--- src/rtl/spi_ram_slave_burst.sv ---
// rtl/spi_ram_slave_burst.sv - SPI slave owning a single-port RAM, with address/data commands and auto-increment bursts
module spi_ram_slave_burst #(
  parameter int ADDR_SIZE  = 8,
  parameter int MEM_DEPTH  = 256,
  parameter int DATA_WIDTH = 8,
  parameter int BURST_EN   = 1
) (
  input  logic clk,
  input  logic rst,
  input  logic MOSI,
  input  logic SS_n,
  output logic MISO,
  output logic busy,
  output logic frame_err
);

  localparam int SW = (ADDR_SIZE > DATA_WIDTH) ? ADDR_SIZE : DATA_WIDTH;
  localparam int CW = $clog2(SW + 1);

  typedef enum logic [2:0] {
    IDLE, CMD, WR_ADDR, WR_DATA, RD_ADDR, RD_DATA, DRAIN
  } state_t;

  state_t                  state, state_n;
  logic [CW-1:0]           cnt, cnt_n;
  logic [SW-2:0]           shin, shin_n;
  logic [SW-1:0]           shifted;
  logic                    c1, c1_n;
  logic [DATA_WIDTH-1:0]   out_sr, out_n;
  logic                    loaded, loaded_n;
  logic [ADDR_SIZE-1:0]    wr_addr, wr_addr_n;
  logic [ADDR_SIZE-1:0]    rd_addr, rd_addr_n;
  logic                    err_n;
  logic                    hold, hold_n;

  logic [DATA_WIDTH-1:0]   mem [0:MEM_DEPTH-1];
  logic [DATA_WIDTH-1:0]   mem_q;
  logic                    we, re;
  logic [ADDR_SIZE-1:0]    ram_addr;
  logic [DATA_WIDTH-1:0]   wdata;

  assign shifted = {shin, MOSI};
  assign wdata   = shifted[DATA_WIDTH-1:0];
  assign busy    = (state != IDLE);
  assign MISO    = (state == RD_DATA) ? out_sr[DATA_WIDTH-1] : 1'b0;

  always_ff @(posedge clk or posedge rst) begin
    if (rst) begin
      state     <= IDLE;
      cnt       <= '0;
      shin      <= '0;
      c1        <= 1'b0;
      out_sr    <= '0;
      loaded    <= 1'b0;
      wr_addr   <= '0;
      rd_addr   <= '0;
      frame_err <= 1'b0;
      // a frame cut by reset must see SS_n high before a new one starts
      hold      <= 1'b1;
    end else begin
      state     <= state_n;
      cnt       <= cnt_n;
      shin      <= shin_n;
      c1        <= c1_n;
      out_sr    <= out_n;
      loaded    <= loaded_n;
      wr_addr   <= wr_addr_n;
      rd_addr   <= rd_addr_n;
      frame_err <= err_n;
      hold      <= hold_n;
    end
  end

  always_comb begin
    state_n   = state;
    cnt_n     = cnt;
    shin_n    = shin;
    c1_n      = c1;
    out_n     = out_sr;
    loaded_n  = loaded;
    wr_addr_n = wr_addr;
    rd_addr_n = rd_addr;
    err_n     = 1'b0;
    hold_n    = hold;
    we        = 1'b0;
    re        = 1'b0;
    ram_addr  = wr_addr;

    if (SS_n) begin
      state_n  = IDLE;
      cnt_n    = '0;
      out_n    = '0;
      loaded_n = 1'b0;
      hold_n   = 1'b0;
      case (state)
        CMD:                                    err_n = 1'b1;
        WR_ADDR, RD_ADDR, WR_DATA, RD_DATA:     err_n = (cnt != '0);
        default:                                err_n = 1'b0;
      endcase
    end else begin
      case (state)
        IDLE: begin
          if (!hold) begin
            c1_n    = MOSI;
            state_n = CMD;
          end
        end
        CMD: begin
          cnt_n = '0;
          case ({c1, MOSI})
            2'b00:   state_n = WR_ADDR;
            2'b01:   state_n = WR_DATA;
            2'b10:   state_n = RD_ADDR;
            default: begin
              state_n  = RD_DATA;
              re       = 1'b1;
              ram_addr = rd_addr;
              out_n    = '0;
              loaded_n = 1'b0;
            end
          endcase
        end
        WR_ADDR, RD_ADDR: begin
          shin_n = shifted[SW-2:0];
          if (cnt == CW'(ADDR_SIZE - 1)) begin
            if (state == WR_ADDR) wr_addr_n = shifted[ADDR_SIZE-1:0];
            else                  rd_addr_n = shifted[ADDR_SIZE-1:0];
            cnt_n   = '0;
            state_n = DRAIN;
          end else begin
            cnt_n = cnt + 1'b1;
          end
        end
        WR_DATA: begin
          shin_n = shifted[SW-2:0];
          if (cnt == CW'(DATA_WIDTH - 1)) begin
            we        = 1'b1;
            ram_addr  = wr_addr;
            wr_addr_n = wr_addr + 1'b1;
            cnt_n     = '0;
            if (BURST_EN == 0) state_n = DRAIN;
          end else begin
            cnt_n = cnt + 1'b1;
          end
        end
        RD_DATA: begin
          // cnt == 0 marks a word boundary: load the prefetched word and fetch the next
          if (cnt == '0) begin
            if (BURST_EN == 0 && loaded) begin
              state_n = DRAIN;
              out_n   = '0;
            end else begin
              out_n     = mem_q;
              rd_addr_n = rd_addr + 1'b1;
              re        = 1'b1;
              ram_addr  = rd_addr + 1'b1;
              loaded_n  = 1'b1;
              cnt_n     = CW'(DATA_WIDTH - 1);
            end
          end else begin
            out_n = {out_sr[DATA_WIDTH-2:0], 1'b0};
            cnt_n = cnt - 1'b1;
          end
        end
        default: ;
      endcase
    end
  end

  always_ff @(posedge clk) begin
    if (we) mem[ram_addr] <= wdata;
    if (re) mem_q <= mem[ram_addr];
  end

endmodule
--- config.mk ---
export PLATFORM = sky130hd
export DESIGN_NAME = spi_ram_slave_burst
export DESIGN_NICKNAME = d
export VERILOG_FILES = /design/src/rtl/spi_ram_slave_burst.sv
export SDC_FILE = /design/constraint.sdc
export NUM_CORES = 2
export LEC_CHECK = 0
export CORE_ASPECT_RATIO = 1.75
export CORE_MARGIN = 5
export CORE_UTILIZATION = 25
export CTS_CLUSTER_DIAMETER = 150
export DETAILED_ROUTE_END_ITERATION = 16
export PLACE_DENSITY = 0.39
export SETUP_SLACK_MARGIN = 0.02
export SLEW_MARGIN = 20
export SYNTH_ARGS = -nofsm -noshare
export SYNTH_HDL_FRONTEND = slang
export SYNTH_SLANG_ARGS = --single-unit
--- constraint.sdc ---
create_clock -name clk -period 11 [get_ports clk]
set_clock_uncertainty 0.2 [all_clocks]
set_input_delay 1.1 -clock clk [delete_from_list [all_inputs] [get_ports clk]]
set_output_delay 1.1 -clock clk [all_outputs]
set_load 0.05 [all_outputs]
==> out/metrics.cfg <==
[global_route]
track_usage_pct = 17.8
antenna_found_initial = 14
grt_max_degree = 113
grt_pass1_vias = 49619
grt_pass1_wl_um = 432000
grt_remaining_overflow = 0

[clock_network]
htree_levels = 4
clkSinkCount = 2097
cts-hold-fix-buffers = 0
numCtsBuffers = 197
clock_insertion_delay_worst_skew_ps = 870
cts-root-buf = clkbuf_16
post-cts-setup-buffer-count = 0
path_clk_slew_ps = 70
post_cts_resized = 0
cts_tree = built
cts_max_path_buffers = 4

[critical_path]
worstSetupPathType = flop to flop
critPathMaxFanout = 92
critical_path_required_ps = 11410
critPathLaunchType = flop
cp.arrival_ps = 7060
ff2ff_setup_slack_ps = 4350
cp-end-kind = flop
timing.rr.end = mem_q[5]$_DFFE_PP_
r2r-start = cnt[0]$_DFFE_PP0P_
ff2ff_path_depth = 16

[min_path]
hp-class = flop to flop
min_to = hold$_DFFE_PP1P_
min_from = hold$_DFFE_PP1P_
holdPathStages = 1

[detailed_routing]
drc = 0
vias = 48847
via_per_inst = 4.93
firstDrtPassIters = 5
drt_iter0_markers = 4149
ant_nets = 0
routed_wl_um = 315000
wl_per_cell_um = 31.8

[finish]
fin_nets = 5396
layout-drive-gt1-share_pct = 13.5
areaGrowthSynthToFinish_pct = 14.5
utilization_pct = 28.7
n_fill_cell = 33227

[logic_synthesis]
synth_top_area_share_pct = 74.0
seq_area_frac_synth_pct = 75.3
synthSimpleGateAreaFrac_pct = 10.0
yosysTopAreaCell = edfxtp_1
syn_area_sq_um = 83400
ys_async_sr_fraction_pct = 1.96
synth-xor-area-share_pct = 0.0315
synth_top_family_by_area = simple AND/OR/NAND/NOR gates
synthMuxAreaShare_pct = 7.07
syn_avg_cell_area_sq_um = 15.5
synth_edf_count = 2056
syn_nets = 5388
synth_seq_cells = 2097
synth_cell_types = 87
yosys-top-cells-count = edfxtp_1 (2,056), nand2_1 (1,047), nand3_1 (349)
netlist_instances = 5379
synth.area.top_cells = edfxtp_1 (74%), mux4_2 (5.9%), nand2_1 (4.7%)
synthFlopType = edfxtp_1
ys_warn_count = 0
synth_compound_area_share_pct = 5.55
synth-adder-area-share_pct = 0.0750
yosysMostFrequentCell = edfxtp_1

[sta]
period_needed_ps = 6650
worstMarginPinSlew_ps = 1250
relSlewSlack_pct = 16.4
max_freq_ghz = 0.150
hold_viol = 0
slew_violations = 0
tns_ps = 0
period_share_pct = 60.5
setup_viol = 0
rsz0062_at_grt = false

[power_and_ir_drop]
total_leakage_power_uw = 0.0297
ir_drop_mv = 0.107
power_density_nw_per_um2 = 214

[placement]
gp_congestion = 0.797
hpwl_um = 195000
portBuffers = 6

[floorplanning]
dieArea_sq_um = 346000
fp.dieW_um = 447
coreArea_sq_um = 332000
rows = 280
start_util_pct = 25.1
io_pins = 7
fp.dieH_um = 774

[flow_run]
max_cap_violations = 0

[outcome]
status = complete, no violations

[metrics by stage]
stage                     power (uW)  instances  cell area (sq um)  hold slack [ps]  setup slack [ps]
final                          20500       9918              95500              290              4350
after global routing           21100       9915              95500              315              4080
after CTS                      20700       9910              95500              291              4210
after detailed placement       13700       9559              89200              279              3380
after global placement         13700       9558              89100              281              3210
after floorplan                12100       5379              83400              215              6380
[registers in the layout, summed over array words and instances (netlist names), 3 cells and up]
name	flops
out_sr	8
mem	2048
cnt	4
rd_addr	8
wr_addr	8
shin	7
mem_q	8
state	3
[kinds of logic after synthesis]
kind of cell,count (synthesis)
xor+xnor,3
mux,316
simple gates,1937
fa+ha+maj,5
flops,2097
compound gates,657
buf+inv,364
[final cells by class]
class,count,area (sq um),area share [%]
antenna,8,20.0,0.0210
inverter,9,35.0,0.0367
tap,4371,5470,5.73
sequential,2097,62800,65.8
multi-input combinational,2918,19400,20.3
timing repair buffer,164,1490,1.56
clock inverter,121,1160,1.21
clock buffer,230,5140,5.38
[how the worst max path moves through the flow]
| stage | start | to | slack, ps |
|---|---|---|---|
| after global placement | SS_n | mem_q[5]$_DFFE_PP_ | 3210 |
| after detailed placement | SS_n | mem_q[5]$_DFFE_PP_ | 3380 |
| after CTS | cnt[0]$_DFFE_PP0P_ | mem_q[5]$_DFFE_PP_ | 4210 |
| after floorplan | MOSI | mem[101][0]$_DFFE_PP_ | 6380 |
| final | cnt[0]$_DFFE_PP0P_ | mem_q[5]$_DFFE_PP_ | 4350 |
| after global routing | cnt[0]$_DFFE_PP0P_ | mem_q[5]$_DFFE_PP_ | 4080 |
[cells in the final DEF (no fill, tap or decap), drive strengths merged, types with 12 or more instances in the layout]
master | Yosys | final
a211oi | 15 | 15
a21oi | 185 | 185
a221oi | 26 | 26
a22oi | 109 | 109
a311oi | 40 | 40
a31oi | 63 | 63
a32oi | 66 | 66
and3 | 78 | 78
buf | 177 | 159
bufinv | 0 | 23
clkbuf | 178 | 230
clkinv | 1 | 88
dfrtp | 40 | 40
edfxtp | 2056 | 2056
mux2 | 12 | 12
mux2i | 87 | 87
mux4 | 217 | 217
nand2 | 1047 | 1047
nand3 | 350 | 350
nand4 | 56 | 56
nor2 | 306 | 306
nor3 | 36 | 36
nor4 | 14 | 14
o2111ai | 16 | 16
o21ai | 36 | 36
o22ai | 13 | 13
[per-layer routing]
layer  up-vias  track usage [%]  share of wire (%)
li1      20811                -                  -
met1     26190             20.3                 37
met2      1372             33.3                 54
met3       472             1.73                3.8
met4         2             8.11                5.6
met5         -                0             0.0041
[critical path, stage by stage, from the launching register on]
cell	delay, ps
dfrtp_1	450
inv_1	130
ha_1	250
nor3b_1	260
buf_4	250
o22ai_1	150
a211oi_4	920
buf_12	470
buf_4	550
mux2i_1	240
mux2i_1	100
mux2i_1	570
o32ai_1	150
nor4_1	830
buf_4	240
nand4b_1	170
a211o_1	320
[where the power goes]
part / switching [uW] / total, uW / internal (uW) / leakage (uW)
Clock: 3140 / 7010 / 3870 / 0.00305
Combinational: 2630 / 3550 / 920 / 0.00739
Sequential: 284 / 9900 / 9620 / 0.0193
Total: 6050 / 20500 / 14400 / 0.0297
Power figures use the tool's default switching activity.
